**src/rtl/seg7_pkg.sv**
```systemverilog
// Shared seven-segment definitions for the scan driver and decoder.
// Segment patterns are active low, ordered {a,b,c,d,e,f,g}.
package seg7_pkg;

  localparam int NUM_DIGITS = 4;

  localparam logic [6:0] SEG_0 = 7'b0000001;
  localparam logic [6:0] SEG_1 = 7'b1001111;
  localparam logic [6:0] SEG_2 = 7'b0010010;
  localparam logic [6:0] SEG_3 = 7'b0000110;
  localparam logic [6:0] SEG_4 = 7'b1001100;
  localparam logic [6:0] SEG_5 = 7'b0100100;
  localparam logic [6:0] SEG_6 = 7'b0100000;
  localparam logic [6:0] SEG_7 = 7'b0001101;
  localparam logic [6:0] SEG_8 = 7'b0000000;
  localparam logic [6:0] SEG_9 = 7'b0000100;
  localparam logic [6:0] SEG_A = 7'b0001000;
  localparam logic [6:0] SEG_B = 7'b1100000;
  localparam logic [6:0] SEG_C = 7'b0110001;
  localparam logic [6:0] SEG_D = 7'b1000010;
  localparam logic [6:0] SEG_E = 7'b0110000;
  localparam logic [6:0] SEG_F = 7'b0111000;
  localparam logic [6:0] SEG_BLANK = 7'b1111111;

  typedef enum logic [1:0] {
    IDLE,
    SETTLE,
    CAPTURE,
    HOLD
  } state_t;

  typedef struct packed {
    logic [3:0] an;
    logic [6:0] seg;
  } sample_t;

endpackage

```
**src/rtl/seg7_pattern_decode.sv**
```systemverilog
// Maps an active-low segment pattern back to its hex nibble.
// Blank and unknown patterns are flagged separately.
module seg7_pattern_decode
  import seg7_pkg::*;
(
  input  logic [6:0] segments,
  output logic [3:0] nibble,
  output logic       is_blank,
  output logic       is_valid
);

  always_comb begin
    nibble   = 4'h0;
    is_blank = 1'b0;
    is_valid = 1'b1;
    case (segments)
      SEG_0: nibble = 4'h0;
      SEG_1: nibble = 4'h1;
      SEG_2: nibble = 4'h2;
      SEG_3: nibble = 4'h3;
      SEG_4: nibble = 4'h4;
      SEG_5: nibble = 4'h5;
      SEG_6: nibble = 4'h6;
      SEG_7: nibble = 4'h7;
      SEG_8: nibble = 4'h8;
      SEG_9: nibble = 4'h9;
      SEG_A: nibble = 4'hA;
      SEG_B: nibble = 4'hB;
      SEG_C: nibble = 4'hC;
      SEG_D: nibble = 4'hD;
      SEG_E: nibble = 4'hE;
      SEG_F: nibble = 4'hF;
      SEG_BLANK: begin
        is_valid = 1'b0;
        is_blank = 1'b1;
      end
      default: is_valid = 1'b0;
    endcase
  end

endmodule

```
**src/rtl/seg7_scan_decoder.sv**
```systemverilog
// Recovers four hex digits from a multiplexed
// common-anode seven-segment display bus.
module seg7_scan_decoder
  import seg7_pkg::*;
#(
  parameter int STABLE_CYCLES  = 16,
  parameter int TIMEOUT_CYCLES = 65536,
  parameter int SYNC_STAGES    = 2
) (
  input  logic       clk,
  input  logic       rst_n,
  input  logic       an0,
  input  logic       an1,
  input  logic       an2,
  input  logic       an3,
  input  logic       ca,
  input  logic       cb,
  input  logic       cc,
  input  logic       cd,
  input  logic       ce,
  input  logic       cf,
  input  logic       cg,
  input  logic       dp,
  output logic [3:0] val0,
  output logic [3:0] val1,
  output logic [3:0] val2,
  output logic [3:0] val3,
  output logic [3:0] vld,
  output logic       frame_done,
  output logic       seg_err,
  output logic       an_err
);

  localparam int SW = $clog2(STABLE_CYCLES + 1);
  localparam int TW = $clog2(TIMEOUT_CYCLES + 1);
  localparam logic [SW-1:0] STAB_MAX = SW'(STABLE_CYCLES);
  localparam logic [TW-1:0] TO_MAX = TW'(TIMEOUT_CYCLES);
  localparam logic [TW-1:0] TO_LAST = TW'(TIMEOUT_CYCLES - 1);

  logic [11:0] sync_q [SYNC_STAGES];
  sample_t     cur;
  sample_t     prev_q;
  sample_t     held_q;
  logic        unused_dp;

  state_t      state_q, state_d;
  logic [SW-1:0] cnt_q, cnt_now;
  logic [TW-1:0] tcnt_q;

  logic [3:0]  val_q [NUM_DIGITS];
  logic [3:0]  val_d [NUM_DIGITS];
  logic [3:0]  vld_q, vld_d;
  logic [3:0]  seen_q, seen_d;
  logic        done_q, done_d;
  logic        serr_q, serr_d;
  logic        aerr_q, aerr_d;

  logic        any_low;
  logic [3:0]  an_low;
  logic        one_hot;
  logic [1:0]  idx;
  logic [3:0]  dec_nib;
  logic        dec_blank;
  logic        dec_valid;
  logic        timeout_hit;

  always_ff @(posedge clk or negedge rst_n) begin
    if (!rst_n) begin
      for (int i = 0; i < SYNC_STAGES; i++)
        sync_q[i] <= '1;
    end else begin
      sync_q[0] <= {an3, an2, an1, an0,
                    ca, cb, cc, cd, ce, cf, cg, dp};
      for (int i = 1; i < SYNC_STAGES; i++)
        sync_q[i] <= sync_q[i-1];
    end
  end

  assign cur       = sync_q[SYNC_STAGES-1][11:1];
  assign unused_dp = sync_q[SYNC_STAGES-1][0];
  assign any_low   = ~&cur.an;

  // Count includes the current sample, so S equal samples give S.
  always_comb begin
    cnt_now = SW'(1);
    if (cur == prev_q)
      cnt_now = (cnt_q == STAB_MAX) ? cnt_q : cnt_q + SW'(1);
  end

  always_comb begin
    state_d = state_q;
    unique case (state_q)
      IDLE:
        if (any_low) state_d = SETTLE;
      SETTLE:
        if (!any_low) state_d = IDLE;
        else if (cnt_now == STAB_MAX) state_d = CAPTURE;
      CAPTURE:
        state_d = HOLD;
      HOLD:
        if (cur != held_q) state_d = any_low ? SETTLE : IDLE;
      default:
        state_d = IDLE;
    endcase
  end

  // Capture works on prev_q: the last of the stable samples.
  seg7_pattern_decode u_dec (
    .segments (prev_q.seg),
    .nibble   (dec_nib),
    .is_blank (dec_blank),
    .is_valid (dec_valid)
  );

  assign an_low  = ~prev_q.an;
  assign one_hot = (an_low != 4'b0) &&
                   ((an_low & (an_low - 4'd1)) == 4'b0);

  always_comb begin
    idx = '0;
    for (int i = 0; i < NUM_DIGITS; i++)
      if (an_low[i]) idx = i[1:0];
  end

  assign timeout_hit = (state_q == IDLE) && !any_low &&
                       (tcnt_q == TO_LAST);

  always_comb begin
    val_d  = val_q;
    vld_d  = vld_q;
    seen_d = seen_q;
    done_d = 1'b0;
    serr_d = 1'b0;
    aerr_d = 1'b0;
    if (state_q == CAPTURE) begin
      if (!one_hot) begin
        aerr_d = 1'b1;
      end else if (dec_valid || dec_blank) begin
        seen_d[idx] = 1'b1;
        vld_d[idx]  = dec_valid;
        if (dec_valid) val_d[idx] = dec_nib;
      end else begin
        serr_d = 1'b1;
      end
      if (&seen_d) begin
        done_d = 1'b1;
        seen_d = '0;
      end
    end else if (timeout_hit) begin
      vld_d  = '0;
      seen_d = '0;
    end
  end

  always_ff @(posedge clk or negedge rst_n) begin
    if (!rst_n) begin
      state_q <= IDLE;
      prev_q  <= '1;
      held_q  <= '1;
      cnt_q   <= '0;
      tcnt_q  <= '0;
      for (int i = 0; i < NUM_DIGITS; i++)
        val_q[i] <= '0;
      vld_q   <= '0;
      seen_q  <= '0;
      done_q  <= 1'b0;
      serr_q  <= 1'b0;
      aerr_q  <= 1'b0;
    end else begin
      state_q <= state_d;
      prev_q  <= cur;
      cnt_q   <= cnt_now;
      if (state_q == CAPTURE) held_q <= prev_q;
      if (state_q != IDLE || any_low)
        tcnt_q <= '0;
      else if (tcnt_q != TO_MAX)
        tcnt_q <= tcnt_q + TW'(1);
      val_q   <= val_d;
      vld_q   <= vld_d;
      seen_q  <= seen_d;
      done_q  <= done_d;
      serr_q  <= serr_d;
      aerr_q  <= aerr_d;
    end
  end

  assign val0       = val_q[0];
  assign val1       = val_q[1];
  assign val2       = val_q[2];
  assign val3       = val_q[3];
  assign vld        = vld_q;
  assign frame_done = done_q;
  assign seg_err    = serr_q;
  assign an_err     = aerr_q;

endmodule
```
**config.mk**
```make
export PLATFORM = sky130hd
export DESIGN_NAME = seg7_scan_decoder
export DESIGN_NICKNAME = d
export VERILOG_FILES = /design/src/rtl/seg7_pkg.sv /design/src/rtl/seg7_pattern_decode.sv /design/src/rtl/seg7_scan_decoder.sv
export SDC_FILE = /design/constraint.sdc
export NUM_CORES = 1
export LEC_CHECK = 0
export BUFFER_PORTS_ARGS = -buffer_cell sky130_fd_sc_hd__buf_2
export CORE_ASPECT_RATIO = 0.9
export CORE_UTILIZATION = 45
export CTS_BUF_LIST = sky130_fd_sc_hd__clkbuf_16
export CTS_CLUSTER_SIZE = 12
export DETAILED_ROUTE_END_ITERATION = 7
export GPL_ROUTABILITY_DRIVEN = 0
export GPL_TIMING_DRIVEN = 1
export PLACE_DENSITY = 0.67
export SLEW_MARGIN = 20
export SYNTH_ARGS = -nofsm -noshare
export SYNTH_HDL_FRONTEND = slang
export SYNTH_SLANG_ARGS = --single-unit
```
**constraint.sdc**
```tcl
create_clock -name clk -period 2.3 [get_ports clk]
set_input_delay 0.46 -clock clk [delete_from_list [all_inputs] [get_ports clk]]
set_output_delay 0.46 -clock clk [all_outputs]
set_load 0.03 [all_outputs]
```
==> results.md, run 1 <==
* Antenna viol nets, final at 0
* Final WL at roughly 8.3 mm
* Gr usage total at between 10% and 20%
* Critical path class: reg2reg
* Leak Pwr at about 2.3 nW
* Tightest Hold Check Type: in2async
* Post-CTS Hold Buffers at 0
* Clk slew on worst S/H paths at about 70 ps
* H-Tree Depth at 3
* Final core utilization at between 50% and 60%
* Core area at between 9000 and 10000 sq um
* Gate Count Post-Synth at just over 400
* Non-Filler Cell Area, Final at roughly 5000 sq um
* Post-synth EDFFs at 0
* Syn_area_per_cell at 10.6 sq um
* Placed cells at around 570
* Nets@finish at approximately 480
* Number of synthesized register bits at 95
* Slew Limit Fails at 0
* CTS tree: yes
* Number of I/O port buffers at 35
* Std cell rows at 33
* Grt ovf at 0
* Clock latency on the worst-skew pair at approximately 340 ps
* First-pass iteration count of the detailed router at 4
* DP Wirelength at 5.85 mm
* Syn Nets at between 400 and 500
* Setup Skew at ~5.5 ps
* Crit start category: flip-flop
* Initial Utilization at a little under half
* Die Y at about 96 um
* Synth unique cells at 51
* Critical Path RT at 2520 ps
* Post-synthesis sequential area ratio at a little under three fifths
* Main synth FF type: dfrtp_1
* Initial DRC count at between 200 and 250
* Root Buffer: clkbuf_16
* FMAX at around 450 MHz
* WP data arrival at roughly 2400 ps
* Wire length per cell at roughly 14 um
* Setup_tns at 0 ps
* First-pass GRT wire length at ~14 mm
* Initial antenna violation count at 0
* DP Area at between 4000 and 5000 sq um
* Cts bufs inserted at 9
* VDD IR-drop max at between 0.3 and 0.4 mV
* Layout area overhead at 16.5%
* Worst slew margin at 56.5%
* Worst-Margin Slew at 653 ps
* Via Count at around 3100
* Diode count at 0
* DRC violations left at 0
* Reg2reg setup slack at slightly below 100 ps
* PD cells at a little over 700 nW/um^2
* Clock sink total at 95
* Post-synth ARST share at 100%
* Outcome: finished clean
* Vias in the first global route at slightly below 3000
* Max FO, Critical Path at 12
* Maximum capacitance violations at 0
* Synth warn at 0
* I/O Pins at 37
* DIE WIDTH at about 110 um
* Clk buf depth at 2
* Final critical-path required period at 2200 ps
* Final Hold Vio Count at 0
* Layout cells sized above 1 at roughly a quarter
* Die area at ~10000 sq um
* Largest net degree at the start of global routing at 51
* Via-to-Cell Ratio at 5.31
* RSZ-0062 raised after global routing: true
* Final std cells w/o fill at slightly below 600
* Final setup viols at 0
* Fin crit share at a little over nine tenths
* Mapped cell area at roughly 4400 sq um
* CP Capture Type: flip-flop
[worst paths after layout]
| path | from | to | cells after the start |
|---|---|---|---|
| worst max-delay path | prev_q[5] | val2[3] | 6 |
| worst min-delay path | rst_n | val3[1] | 1 |
| worst max register to register | prev_q[5] | val2[3] | 6 |
| worst min register to register | sync_q[17] | cur[4] | 0 |
| max in group asynchronous | rst_n | prev_q[10] | 2 |
| min in group clk | cb | sync_q[18] | 1 |
[per-stage QoR]
| stage | power [mW] | worst slack (ps) | hold WS, ps |
|---|---|---|---|
| 2_1_floorplan | 1.87 | 217 | 164 |
| 3_3_place_gp | 1.94 | 116 | 346 |
| 3_5_place_dp | 1.94 | 69.9 | 347 |
| 6_report | 3.61 | 96.5 | 17.5 |
| 4_1_cts | 3.64 | 33.4 | 16.9 |
| 5_1_grt | 3.73 | -19.1 | 26.0 |
[cells in the final DEF, fill, tap and decap left out, types with 15 or more instances in the layout]
cell     netlist  layout
nor2_1        32      32
xnor2_1       17      17
xor2_1        22      22
dfrtp_1       51      51
nand2_1       54      54
buf_2          8      34
dfstp_2       44      43
nand3_1       16      16
buf_4          1      15
[sequential cells by signal (all words and copies together), names as in the netlist, 4 cells and up, named ones only]
signal	flops
prev_q	11
val2	4
val1	4
cnt_q	5
sync_q	11
seen_q	4
cur	11
held_q	11
tcnt_q	17
vld	4
val0	4
val3	4
[area by class of cell]
cell class | count | area (sq um)
flip-flops and latches | 95 | 2440
clock buffers | 9 | 225
fillers | 804 | 4180
well taps | 122 | 153
clock inverters | 7 | 120
inverters | 10 | 37.5
multi-input cells | 290 | 1820
repair buffers | 51 | 323
[what timing repair did]
item | in CTS | in global routing
endpoints found under the setup margin | 0 | 16
gates resized for setup | 0 | 3
buffers inserted | 0 | 3
[cell families (layout without fill, tap and decap cells)]
| family | count (synthesis) | after routing | share of synthesized area, % |
|---|---|---|---|
| compound gates | 54 | 54 | 7.87 |
| xor+xnor | 39 | 39 | 7.79 |
| fa+ha+maj | 5 | 5 | 1.43 |
| buf+inv | 30 | 77 | 3.39 |
| flops | 95 | 95 | 55.4 |
| mux | 15 | 15 | 3.82 |
| simple gates | 177 | 177 | 20.3 |
[layer usage]
| metal | vias up | track usage (%) | share of wire [%] |
|---|---|---|---|
| met2 | 57 | 28.7 | 46 |
| met3 | 5 | 4.51 | 4.1 |
| met1 | 1523 | 24.3 | 49 |
| met5 | - | 0 | 0 |
| met4 | 0 | 4.98 | 0.76 |
| li1 | 1518 | - | - |
[worst max-delay path, cell delays in order, from the launching register on]
cell and delay (ps):
dfstp_2 650, and4b_1 220, o21ai_1 190, and4_1 300
nand3_2 150, nand3_1 240, mux2_1 350
[cells in the mapped netlist, drive strengths merged, types with 6 or more instances]
cell type   n  area (sq um)
nor2       32           120
nor3       15          75.1
o21ai      15          75.1
buf        13          85.1
dfstp      44          1160
inv        10          37.5
a21oi      14          70.1
nor4        8          50.1
xnor2      17           149
nand2      54           203
nor2b       6          37.5
nand2b      6          37.5
nand3      17          90.1
dfrtp      51          1280
clkbuf      7          26.3
xor2       22           193
mux2       14           158
nand4      14          87.6
[where the power goes]
group	internal, mW	switching (mW)
Clock	1.07	0.624
Combinational	0.0596	0.0834
Sequential	1.73	0.0488
Total	2.85	0.757
Note: power is estimated with default switching activity, not from simulation.
==> run 2: changes to the inputs <==
==> constraint.sdc (replaced) <==
create_clock -name clk -period 2.3 [get_ports clk]
set_input_delay 0.115 -clock clk [delete_from_list [all_inputs] [get_ports clk]]
set_output_delay 0.115 -clock clk [all_outputs]
set_load 0.03 [all_outputs]
==> results.md, run 2 (synthesis results as in run 1) <==
* Outcome: finished clean (unchanged)
* RSZ-0062 raised after global routing: false (was true)
* FILL cells at 796 (was 804)
* Std cell rows at 33 (unchanged)
* Cts bufs inserted at 9 (unchanged)
* First-pass iteration count of the detailed router at 4 (unchanged)
* Vias in the first global route at 3074 (was 2918)
* Setup WS post-layout at 130 ps (was 96.5 ps)
* Placed cells at 567 (was 565)
* Die Y at 95.7 um (unchanged)
* Layout area overhead at 18.8% (was 16.5%)
* Grt ovf at 0 (unchanged)
* Initial DRC count at 235 (was 204)
* DRC violations left at 0 (unchanged)
* Gr usage total at 18.3% (was 17.9%)
* Diode count at 0 (unchanged)
* Final critical-path required period at 2170 ps (was 2200 ps)
* Setup Skew at 5.99 ps (was 5.54 ps)
* Clk buf depth at 2 (unchanged)
* Root Buffer: clkbuf_16 (unchanged)
* Commonest non-fill, non-tap cell in the layout: nand2_1 (unchanged)
* Max FO, Critical Path at 10 (was 12)
* Nets@finish at 488 (was 476)
* Worst-Margin Slew at 619 ps (was 653 ps)
* Crit start category: flip-flop (unchanged)
* Largest net degree at the start of global routing at 45 (was 51)
* WP data arrival at 2390 ps (was 2430 ps)
* Antenna viol nets, final at 0 (unchanged)
* Die area at 10100 sq um (unchanged)
* Initial antenna violation count at 0 (unchanged)
* Final core utilization at 56.1% (was 55.0%)
* Final Hold Vio Count at 0 (unchanged)
* Final setup viols at 0 (unchanged)
* Clk slew on worst S/H paths at 60 ps (was 70 ps)
* FF-to-FF End: val3[1] (was val2[3])
* Max FFs per register at 17 (unchanged)
* PD cells at 670 nW/um^2 (was 706 nW/um^2)
* DP Wirelength at 5.96 mm (was 5.85 mm)
* Reg with most FFs: tcnt_q (unchanged)
* Initial Utilization at 47.2% (unchanged)
* Layout cells sized above 1 at 26.2% (was 25.3%)
* Worst R2R Start: prev_q[2] (was prev_q[5])
* Reg2Reg Depth at 7 (was 6)
* VDD IR-drop max at 0.349 mV (was 0.393 mV)
* Worst slew margin at 58.2% (was 56.5%)
* Slew Limit Fails at 0 (unchanged)
* H-Tree Depth at 3 (unchanged)
* Leading cell types in the layout, fill and taps excluded: 54 x nand2_1, 50 x dfrtp_1, 43 x dfstp_2 (was 54 x nand2_1, 51 x dfrtp_1, 43 x dfstp_2)
* Via Count at 3171 (was 3103)
* CTS tree: yes (unchanged)
* Leak Pwr at 2.32 nW (was 2.28 nW)
* Dpl ws at 134 ps (was 69.9 ps)
* CP Capture Type: flip-flop (unchanged)
* Core area at 9290 sq um (unchanged)
* Final std cells w/o fill at 596 (was 584)
* Reg2reg setup slack at 130 ps (was 100 ps)
* I/O Pins at 37 (unchanged)
* Final WL at 8.42 mm (was 8.31 mm)
* Setup_tns at 0 ps (unchanged)
* Wire length per cell at 14.1 um (was 14.2 um)
* Critical Path RT at 2520 ps (about the same)
* First-pass GRT wire length at 14.5 mm (was 13.9 mm)
* Critical path class: reg2reg (unchanged)
* Number of I/O port buffers at 35 (unchanged)
* FMAX at 461 MHz (was 454 MHz)
* Tightest Hold Check Type: in2async (unchanged)
* Maximum capacitance violations at 0 (unchanged)
* Clock sink total at 95 (unchanged)
* Clock latency on the worst-skew pair at 340 ps (about the same)
* Fin crit share at 94.4% (was 95.8%)
* DIE WIDTH at 106 um (unchanged)
* Via-to-Cell Ratio at 5.32 (was 5.31)
## run 2: how the worst max path moves through the flow
stage	start	to	slack (ps)
5_1_grt	prev_q[5]	val3[0]	3
2_1_floorplan	prev_q[6]	state_q[0]	220
3_3_place_gp	prev_q[2]	val2[1]	170
4_1_cts	prev_q[3]	seen_q[3]	80
6_report	prev_q[2]	val3[1]	130
3_5_place_dp	prev_q[3]	seen_q[3]	130
## run 2: stage by stage
stage          cell area (sq um)  power, mW  hold WS (ps)
6_report                    5210       3.49           328
5_1_grt                     5210       3.63           361
4_1_cts                     5170       3.54           336
3_5_place_dp                4730       1.95           159
3_3_place_gp                4730       1.94           161
2_1_floorplan               4390       1.87          -181
## run 2: power by group
part | leakage [nW] | internal, mW | switching (mW)
combinational | 1.00 | 0.0721 | 0.0853
sequential | 1.16 | 1.73 | 0.0513
clock | 0.156 | 0.953 | 0.604
total | 2.32 | 2.75 | 0.740
## run 2: what timing repair did
item	in CTS	in global routing
hold endpoints to repair	47	0
endpoints found under the setup margin	0	14
hold buffers	12	0
gates resized for setup	0	9
buffers inserted	0	1
## run 2: area by class of cell
class	instances	area, sq um	area share, %
clock buffer	9	225	4.32
tap	122	153	2.93
timing repair buffer	63	430	8.26
clock inverter	7	95.1	1.82
inverter	10	37.5	0.720
sequential	95	2440	46.8
multi-input combinational	290	1830	35.2
## run 2: critical path: stages, from the launching register on
cell     delay [ps]
dfstp_2         640
buf_4           180
and4_1          180
o21ai_0          80
a21o_1          250
nand3_2         150
and2_2          230
mux2_1          340
## run 2: layer usage
| layer | track usage, % | share of wire (%) | routed length, um |
|---|---|---|---|
| met1 | 23.9 | 48 | 4070 |
| met5 | 0 | 0 | 0 |
| met4 | 6.60 | 1.3 | 109 |
| met2 | 30.9 | 47 | 3950 |
| met3 | 3.42 | 3.4 | 286 |
